===== src/rtl/s_rx_word_fifo_if.sv =====
// s_rx_word_fifo_if: valid/ready word stream from the receive FIFO to application logic.
interface s_rx_word_fifo_if #(
    parameter int unsigned DATA_W = 64
);
    logic [DATA_W-1:0] out_data;
    logic              out_valid;
    logic              out_ready;

    modport master (output out_data, output out_valid, input out_ready);
    modport slave  (input out_data, input out_valid, output out_ready);
endinterface


===== src/rtl/s_rx_word_fifo.sv =====
// s_rx_word_fifo: captures SPI slave receive words on a status rising edge into a FWFT FIFO.
// Optional S_RXBUF_SWAP_EN: each stored word has its 32-bit halves exchanged (DATA_W=64 only).
module s_rx_word_fifo #(
    parameter int unsigned DATA_W = 64,
    parameter int unsigned DEPTH  = 4,
    parameter int unsigned ADDR_W = 2,
    parameter int unsigned OVF_W  = 8
) (
    input  logic                clk,
    input  logic                reset,
    input  logic                status,
    input  logic [DATA_W-1:0]   in_word,
    s_rx_word_fifo_if.master    out_if,
    output logic [ADDR_W:0]     level,
    output logic                full,
    output logic                ovf_flag,
    output logic [OVF_W-1:0]    ovf_cnt,
    input  logic                clr_ovf
);
    localparam int unsigned      LVL_W    = ADDR_W + 1;
    localparam logic [LVL_W-1:0] LVL_FULL = LVL_W'(DEPTH);
    localparam logic [OVF_W-1:0] OVF_MAX  = '1;

    logic              status_d;
    logic              armed;
    logic              valid_q;
    logic [ADDR_W-1:0] wr_ptr;
    logic [ADDR_W-1:0] rd_ptr;
    logic [ADDR_W-1:0] wr_ptr_nxt;
    logic [ADDR_W-1:0] rd_ptr_nxt;
    logic [LVL_W-1:0]  level_nxt;
    logic              ovf_flag_nxt;
    logic [OVF_W-1:0]  ovf_cnt_nxt;
    logic              cap_c;
    logic              pop_c;
    logic              push_c;
    logic              drop_c;
    logic [DATA_W-1:0] wr_word_c;
    logic [DATA_W-1:0] mem [DEPTH];

`ifdef S_RXBUF_SWAP_EN
    if (DATA_W == 64) begin : g_swap
        assign wr_word_c = {in_word[31:0], in_word[DATA_W-1:32]};
    end else begin : g_noswap
        assign wr_word_c = in_word;
    end
`else
    assign wr_word_c = in_word;
`endif

    // Strobes, pointer/level update and overflow bookkeeping
    always_comb begin
        wr_ptr_nxt   = wr_ptr;
        rd_ptr_nxt   = rd_ptr;
        level_nxt    = level;
        ovf_flag_nxt = ovf_flag;
        ovf_cnt_nxt  = ovf_cnt;

        // armed blocks a capture from a status already high when reset releases
        cap_c  = armed & status & ~status_d;
        pop_c  = valid_q & out_if.out_ready;
        push_c = cap_c & (~full | pop_c);
        drop_c = cap_c & full & ~pop_c;

        if (push_c) wr_ptr_nxt = wr_ptr + ADDR_W'(1);
        if (pop_c)  rd_ptr_nxt = rd_ptr + ADDR_W'(1);

        if (push_c && !pop_c)      level_nxt = level + LVL_W'(1);
        else if (pop_c && !push_c) level_nxt = level - LVL_W'(1);

        if (clr_ovf) begin
            ovf_flag_nxt = 1'b0;
            ovf_cnt_nxt  = '0;
        end else if (drop_c) begin
            ovf_flag_nxt = 1'b1;
            if (ovf_cnt != OVF_MAX) ovf_cnt_nxt = ovf_cnt + OVF_W'(1);
        end
    end

    always_ff @(posedge clk or posedge reset) begin
        if (reset) begin
            status_d <= 1'b0;
            armed    <= 1'b0;
            wr_ptr   <= '0;
            rd_ptr   <= '0;
            level    <= '0;
            full     <= 1'b0;
            valid_q  <= 1'b0;
            ovf_flag <= 1'b0;
            ovf_cnt  <= '0;
        end else begin
            status_d <= status;
            armed    <= 1'b1;
            wr_ptr   <= wr_ptr_nxt;
            rd_ptr   <= rd_ptr_nxt;
            level    <= level_nxt;
            full     <= (level_nxt == LVL_FULL);
            valid_q  <= (level_nxt != '0);
            ovf_flag <= ovf_flag_nxt;
            ovf_cnt  <= ovf_cnt_nxt;
        end
    end

    // Storage is not reset; out_valid masks stale contents
    always_ff @(posedge clk) begin
        if (push_c) mem[wr_ptr] <= wr_word_c;
    end

    assign out_if.out_valid = valid_q;
    assign out_if.out_data  = valid_q ? mem[rd_ptr] : '0;

endmodule


===== src/flat_wrapper.sv =====
// flat-port wrapper written by rule: the top's interface ports become plain ports
module s_rx_word_fifo_flat 
#(
    parameter int unsigned DATA_W = 64,
    parameter int unsigned DEPTH  = 4,
    parameter int unsigned ADDR_W = 2,
    parameter int unsigned OVF_W  = 8
)
  (clk, reset, status, in_word, level, full, ovf_flag, ovf_cnt, clr_ovf, out_if_out_data, out_if_out_valid, out_if_out_ready);
  s_rx_word_fifo_if #(.DATA_W(DATA_W)) out_if_i ();
  input  logic clk;
  input  logic reset;
  input  logic status;
  input  logic [DATA_W-1:0] in_word;
  output logic [ADDR_W:0] level;
  output logic full;
  output logic ovf_flag;
  output logic [OVF_W-1:0] ovf_cnt;
  input  logic clr_ovf;
  output wire logic [$bits(out_if_i.out_data)-1:0] out_if_out_data;
  output wire logic [$bits(out_if_i.out_valid)-1:0] out_if_out_valid;
  input wire logic [$bits(out_if_i.out_ready)-1:0] out_if_out_ready;
  assign out_if_out_data = out_if_i.out_data;
  assign out_if_out_valid = out_if_i.out_valid;
  assign out_if_i.out_ready = out_if_out_ready;
  s_rx_word_fifo #(.DATA_W(DATA_W), .DEPTH(DEPTH), .ADDR_W(ADDR_W), .OVF_W(OVF_W)) u_core (.clk(clk), .reset(reset), .status(status), .in_word(in_word), .out_if(out_if_i), .level(level), .full(full), .ovf_flag(ovf_flag), .ovf_cnt(ovf_cnt), .clr_ovf(clr_ovf));
endmodule

===== config.mk =====
export PLATFORM = sky130hd
export DESIGN_NAME = s_rx_word_fifo_flat
export DESIGN_NICKNAME = d
export VERILOG_FILES = /design/src/rtl/s_rx_word_fifo_if.sv /design/src/rtl/s_rx_word_fifo.sv /design/src/flat_wrapper.sv
export SDC_FILE = /design/constraint.sdc
export NUM_CORES = 1
export LEC_CHECK = 0
export CORE_ASPECT_RATIO = 1.75
export CORE_MARGIN = 2
export CORE_UTILIZATION = 55
export DETAILED_ROUTE_END_ITERATION = 10
export PLACE_DENSITY = 0.8
export SLEW_MARGIN = 40
export SYNTH_ARGS = -nofsm -noshare
export SYNTH_HDL_FRONTEND = slang
export SYNTH_SLANG_ARGS = --single-unit

===== constraint.sdc =====
create_clock -name clk -period 3.9 [get_ports clk]
set_input_delay 0.78 -clock clk [delete_from_list [all_inputs] [get_ports clk]]
set_output_delay 0.78 -clock clk [all_outputs]
set_load 0.005 [all_outputs]

==> impl_metrics.env, run 1 <==
export IMPL_yosysWarnings=0
export IMPL_numCtsBuffers=22
export IMPL_utilization_pct=69.1
export IMPL_synth_top_cell_area_share_pct=71.6
export IMPL_cpPeakStageDelay_ns=0.63
export IMPL_slowest_stage="mux4_2"
export IMPL_antenna_found_initial=0
export IMPL_totalWireLength_mm=21.0
export IMPL_grt_max_degree=70
export IMPL_path_clk_slew_ns=0.07
export IMPL_avgSynthCellArea_um2=20.8
export IMPL_run_status="finished, final reports clean"
export IMPL_ys_ff_latch=276
export IMPL_synth_area_um2=10700
export IMPL_setup_ws_ns=0.461
export IMPL_grt_pass1_wl_mm=32.2
export IMPL_synth_edff_count=256
export IMPL_cts_setup_buffers=0
export IMPL_area_delta_synth_final_pct=23.1
export IMPL_grt_total_usage_pct=21.0
export IMPL_overflow=0
export IMPL_fp_dieH_um=189
export IMPL_yosys_cell_count_top_type="edfxtp_1"
export IMPL_syn_instance_count=515
export IMPL_ys_top_cells_by_area="edfxtp_1 72%, mux4_2 13%, dfrtp_1 4.7%"
export IMPL_critPathRequiredTime_ns=3.12
export IMPL_synth_nets=591
export IMPL_ys_flop_type="edfxtp_1"
export IMPL_path_max_fanout=66
export IMPL_final_hold_violation_count=0
export IMPL_grt_pass1_vias=5718
export IMPL_yosysUniqueCellTypes=41
export IMPL_clk_latency_ns=0.50
export IMPL_critPathArrivalTime_ns=2.66
export IMPL_drc=0
export IMPL_clockRootBuffer="clkbuf_16"
export IMPL_ys_top_cells_by_count="256 x edfxtp_1, 68 x and2_1, 64 x mux4_2"
export IMPL_numClockSinks=276
export IMPL_async_reset_ff_share_pct=7.25
export IMPL_min_to="u_core.ovf_flag"
export IMPL_fin_skew_ns=0.0107
export IMPL_dieArea_um2=20700
export IMPL_worstSetupStartpointType="flip-flop"
export IMPL_rows=67
export IMPL_cp_cell_sequence="buf_12 -> mux4_2 -> and2_1 -> clkdlybuf4s50_1"
export IMPL_fmax_ghz=0.291
export IMPL_dp_hpwl_mm=13.0
export IMPL_rr_worst_depth=4
export IMPL_power_mw=8.60
export IMPL_finalSetupViolCount=0
export IMPL_vias=5338
export IMPL_place_ws_ns=0.658
export IMPL_r2r_end="u_core.mem[0][40]"
export IMPL_clk_path_buf_depth=3
export IMPL_hold_path_startpoint="u_core.ovf_flag"
export IMPL_first_pass_iters=4
export IMPL_tritoncts="built"
export IMPL_criticalPathCategory="flip-flop to output port"
export IMPL_r2r_setup_slack_ns=1.68
export IMPL_drv_cap=0
export IMPL_maxSlewViolCount=0
export IMPL_finalCritPeriodShare_pct=88.2
export IMPL_hold_depth=2
export IMPL_setup_tns_ns=0
export IMPL_synth_largest_area_cell="edfxtp_1"
export IMPL_hp_class="flip-flop to flip-flop"
export IMPL_multi_input_area_um2=2410
export IMPL_seqCellArea_um2=8190
export IMPL_ios=147
export IMPL_tightestPinTransition_ns=0.670
export IMPL_critical_path_top_delay_family="buffers and inverters"
export IMPL_initial_core_util_pct=56.1
export IMPL_cts_resized=0
export IMPL_powerDensity_nw_per_um2=651
export IMPL_r2r_start="u_core.out_if.out_valid"
export IMPL_wl_per_cell_um=22.7
export IMPL_die_w_um=110
export IMPL_antenna_left=0
export IMPL_seq_area_frac_synth_pct=76.3
export IMPL_ctsHoldBuffers=0
export IMPL_power_leakage_nw=4.32
export IMPL_ir_drop_mv=0.672
export IMPL_timing_critical_path_buf_inv=2
export IMPL_avgViaCountPerCell=5.76
export IMPL_grt_setup_unrepaired="false"
export IMPL_nets=747
export IMPL_crit_path_end_kind="output port"
export IMPL_num_fill_cells=1200
export IMPL_routabilityCongestion=0.816
export IMPL_coreArea_um2=19100
export IMPL_antennaDiodeCount=0
export IMPL_drt_iter0_drc=323
export IMPL_finalCriticalPeriod_ns=3.44
export IMPL_relSlewSlack_pct=55.4
export IMPL_portBuffers=146
export IMPL_layout_drive_gt1_share_pct=17.2
export IMPL_htreeDepth=1
[kinds of logic after synthesis]
family,Yosys count,synth area share (%)
flops,276,76.3
simple gates,104,6.04
mux,65,13.5
buf+inv,31,1.38
compound gates,27,1.59
fa+ha+maj,7,0.816
xor+xnor,4,0.326
other cells,1,0.0349
[worst register-to-register path, stage by stage (launching register included)]
cell	delay (ns)
dfrtp_2	0.37
nand2_1	0.19
a21oi_1	0.53
and2_4	0.49
buf_4	0.32
[sequential cells by signal (all words and copies together), names as in the netlist]
register	flops
u_core.mem	256
u_core.ovf_flag	1
u_core.armed	1
u_core.level	3
u_core.status_d	1
u_core.rd_ptr	2
u_core.full	1
u_core.out_if.out_valid	1
u_core.ovf_cnt	8
u_core.wr_ptr	2
[worst max path at each step]
stage / from / endpoint / slack, ns / depth (start not counted)
after CTS: u_core.rd_ptr[0] / out_if_out_data[52] / 0.42 / 4
after detailed placement: out_if_out_ready / u_core.mem[0][41] / 0.66 / 5
after floorplan: out_if_out_ready / u_core.mem[0][0] / 0.59 / 3
after global placement: out_if_out_ready / u_core.mem[0][41] / 0.74 / 5
final: u_core.rd_ptr[0] / out_if_out_data[12] / 0.46 / 4
after global routing: u_core.rd_ptr[0] / out_if_out_data[52] / 0.33 / 4
[layout make-up]
| class | instances | share of cell area [%] |
|---|---|---|
| Sequential cell | 276 | 62.0 |
| Multi-Input combinational cell | 208 | 18.2 |
| Clock inverter | 12 | 0.426 |
| Timing Repair Buffer | 157 | 12.4 |
| Tap cell | 241 | 2.28 |
| Clock buffer | 27 | 4.47 |
| Inverter | 6 | 0.170 |
[through the flow]
stage | std cells | hold slack [ns] | cell area, um^2
4_1_cts | 927 | 0.526 | 13200
2_1_floorplan | 515 | 0.511 | 10700
5_1_grt | 927 | 0.582 | 13200
3_5_place_dp | 888 | 0.515 | 12600
3_3_place_gp | 888 | 0.508 | 12600
6_report | 927 | 0.524 | 13200
[layout by cell type, fill, tap and decap left out, drive strengths merged]
master           n
edfxtp         256
clkdlybuf4s50  146
and2            69
mux4            64
clkbuf          27
dfrtp           20
a21oi           11
buf             11
clkinv          11
ha               7
inv              7
nand2            6
o31ai            5
and3             5
nand3            5
xnor2            4
o21ai            4
nor2             4
or4              4
or3              3
nor3             2
and3b            1
nand4            1
nand3b           1
or3b             1
and4             1
a21o             1
o211ai           1
nor3b            1
o21a             1
a211oi           1
mux2i            1
o32a             1
o21bai           1
o41ai            1
conb             1
[power breakdown]
| group | switching (mW) | total, mW | internal [mW] |
|---|---|---|---|
| logic | 1.21 | 3.05 | 1.84 |
| clock network | 0.946 | 2.02 | 1.08 |
| registers | 0.0952 | 3.53 | 3.43 |
[layer usage]
metal / part of all wire [%] / up-vias / GRT usage [%] / wire [um]
met3: 5.5 / 42 / 3.22 / 1150
met4: 2.8 / 0 / 6.33 / 597
met5: 0 / - / 0 / 0
met2: 56 / 186 / 38.1 / 11900
li1: - / 2379 / - / -
met1: 35 / 2731 / 25.5 / 7400
No activity file was read; power rests on OpenSTA's default activity.
==> inputs of run 2 (changes only) <==
--- a/config.mk
+++ b/config.mk
@@ -5,11 +5,14 @@
 export SDC_FILE = /design/constraint.sdc
 export NUM_CORES = 1
 export LEC_CHECK = 0
+export CAP_MARGIN = 5
 export CORE_ASPECT_RATIO = 1.75
 export CORE_MARGIN = 2
 export CORE_UTILIZATION = 55
+export CTS_BUF_LIST = sky130_fd_sc_hd__clkbuf_2
 export DETAILED_ROUTE_END_ITERATION = 10
-export PLACE_DENSITY = 0.8
+export DONT_BUFFER_PORTS = 1
+export PLACE_DENSITY = 0.7
 export SLEW_MARGIN = 40
 export SYNTH_ARGS = -nofsm -noshare
 export SYNTH_HDL_FRONTEND = slang
==> run 2 against run 1 <==
Global-route usage down 1.3 points. Via count down 7.6%. Final area down 12%.
==> impl_metrics.env, run 2 (synthesis results as in run 1) <==
export IMPL_area_delta_synth_final_pct=8.14
export IMPL_ios=147
export IMPL_first_pass_iters=4
export IMPL_dieArea_um2=20700
export IMPL_crit_path_end_kind="output port"
export IMPL_nets=635
export IMPL_holdWs_ns=0.0876
export IMPL_finalNonFillerCells=846
export IMPL_final_common_cell="edfxtp_1"
export IMPL_cts_resized=0
export IMPL_antenna_left=0
export IMPL_final_hold_violation_count=0
export IMPL_initial_core_util_pct=56.1
export IMPL_cts_setup_buffers=0
export IMPL_grt_setup_unrepaired="false"
export IMPL_clockPowerShare_pct=22.0
export IMPL_finalSetupViolCount=0
export IMPL_tightestPinTransition_ns=0.607
export IMPL_coreArea_um2=19100
export IMPL_tritoncts="built"
export IMPL_p_int_mw=4.99
export IMPL_largestRegisters="u_core.mem (256), u_core.ovf_cnt (8), u_core.level (3)"
export IMPL_switching_power_mw=2.10
export IMPL_critPathRequiredTime_ns=3.12
export IMPL_antenna_found_initial=1
export IMPL_dp_cells=740
export IMPL_overflow=0
export IMPL_numClockSinks=276
export IMPL_combPwrFrac_pct=27.0
export IMPL_clockRootBuffer="clkbuf_2"
export IMPL_grt_pass1_vias=5490
export IMPL_relSlewSlack_pct=59.5
export IMPL_portBuffers=0
export IMPL_ir_drop_mv=0.604
export IMPL_path_max_fanout=20
export IMPL_run_status="finished, final reports clean"
export IMPL_hp_class="input pin to flip-flop"
export IMPL_fp_dieH_um=189
export IMPL_finalCriticalPeriod_ns=3.46
export IMPL_grt_pass1_wl_mm=30.2
export IMPL_power_leakage_nw=3.82
export IMPL_critPathArrivalTime_ns=2.68
export IMPL_wl_per_cell_um=22.8
export IMPL_clk_path_buf_depth=3
export IMPL_clk_latency_ns=0.77
export IMPL_maxSlewViolCount=0
export IMPL_fin_skew_ns=0.0720
export IMPL_layout_common_cells="256 x edfxtp_1, 83 x clkbuf_2, 64 x mux4_2, 64 x and2_1, 17 x dfrtp_1"
export IMPL_finalCritPeriodShare_pct=88.8
export IMPL_seqPwrFrac_pct=51.0
export IMPL_vias=4932
export IMPL_totalWireLength_mm=19.3
export IMPL_p_sw_share_pct=29.6
export IMPL_drv_cap=0
export IMPL_utilization_pct=60.7
export IMPL_numCtsBuffers=55
export IMPL_fmax_ghz=0.289
export IMPL_rows=67
export IMPL_dp_hpwl_mm=12.2
export IMPL_grt_total_usage_pct=19.7
export IMPL_grt_max_degree=70
export IMPL_criticalPathCategory="flip-flop to output port"
export IMPL_die_w_um=110
export IMPL_drt_iter0_drc=211
export IMPL_routabilityCongestion=0.804
export IMPL_largest_reg_flops=256
export IMPL_path_clk_slew_ns=0.12
export IMPL_layout_drive_gt1_share_pct=28.6
export IMPL_top_register="u_core.mem"
export IMPL_drc=0
export IMPL_htreeDepth=2
export IMPL_worstSetupStartpointType="flip-flop"
export IMPL_powerDensity_nw_per_um2=611
export IMPL_setup_tns_ns=0
export IMPL_avgViaCountPerCell=5.83
[run 2: critical path: stages, from the launching register on]
cell	delay (ns)
dfrtp_4	0.70
buf_4	0.45
mux4_2	0.56
and2_1	0.19
[run 2: power groups by stage]
stage	combinational [mW]	clock, mW	sequential (mW)
floorplan	1.60	0	3.56
global placement	1.79	0	3.78
detailed placement	1.97	0	3.69
CTS	1.98	1.62	3.63
global route	2.10	1.75	3.64
finish	1.92	1.56	3.62
[run 2: metal layers]
metal,wire [um],track usage (%),vias to the layer above
met1,6300,20.7,2525
met5,0,0,-
met2,11000,35.5,157
met4,592,8.76,0
li1,-,-,2206
met3,1420,5.81,44
[run 2: per-stage QoR]
step	power (mW)	area, um^2	setup WS (ns)
finish	7.09	11600	0.437
global route	7.49	11600	0.209
CTS	7.22	11600	0.275
detailed placement	5.66	11100	1.16
global placement	5.57	11000	1.18
floorplan	5.16	10700	0.593
[run 2: layout make-up]
class | count | area, um^2
Fill cell | 1400 | 7510
Antenna cell | 1 | 2.50
Clock inverter | 19 | 75.1
Sequential cell | 276 | 8200
Clock buffer | 83 | 415
Tap cell | 241 | 302
Inverter | 6 | 22.5
Timing Repair Buffer | 12 | 185
Multi-Input combinational cell | 208 | 2410
[run 2: worst paths after layout]
kind | start | end | slack (ns) | cells past startpoint
max | u_core.rd_ptr[0] | out_if_out_data[55] | 0.44 | 3
min in group asynchronous | reset | u_core.level[0] | 0.46 | 2
min | in_word[60] | u_core.mem[1][60] | 0.09 | 0
max reg2reg | u_core.out_if.out_valid | u_core.mem[1][6] | 1.57 | 4
min reg2reg | u_core.ovf_flag | u_core.ovf_flag | 0.56 | 2
max in group asynchronous | reset | u_core.ovf_cnt[5] | 3.04 | 2
[run 2: timing repair]
| item | in CTS | in global routing |
|---|---|---|
| hold buffers | 3 | 0 |
| setup endpoints to repair | 0 | 0 |
| hold endpoints to repair | 13 | 0 |
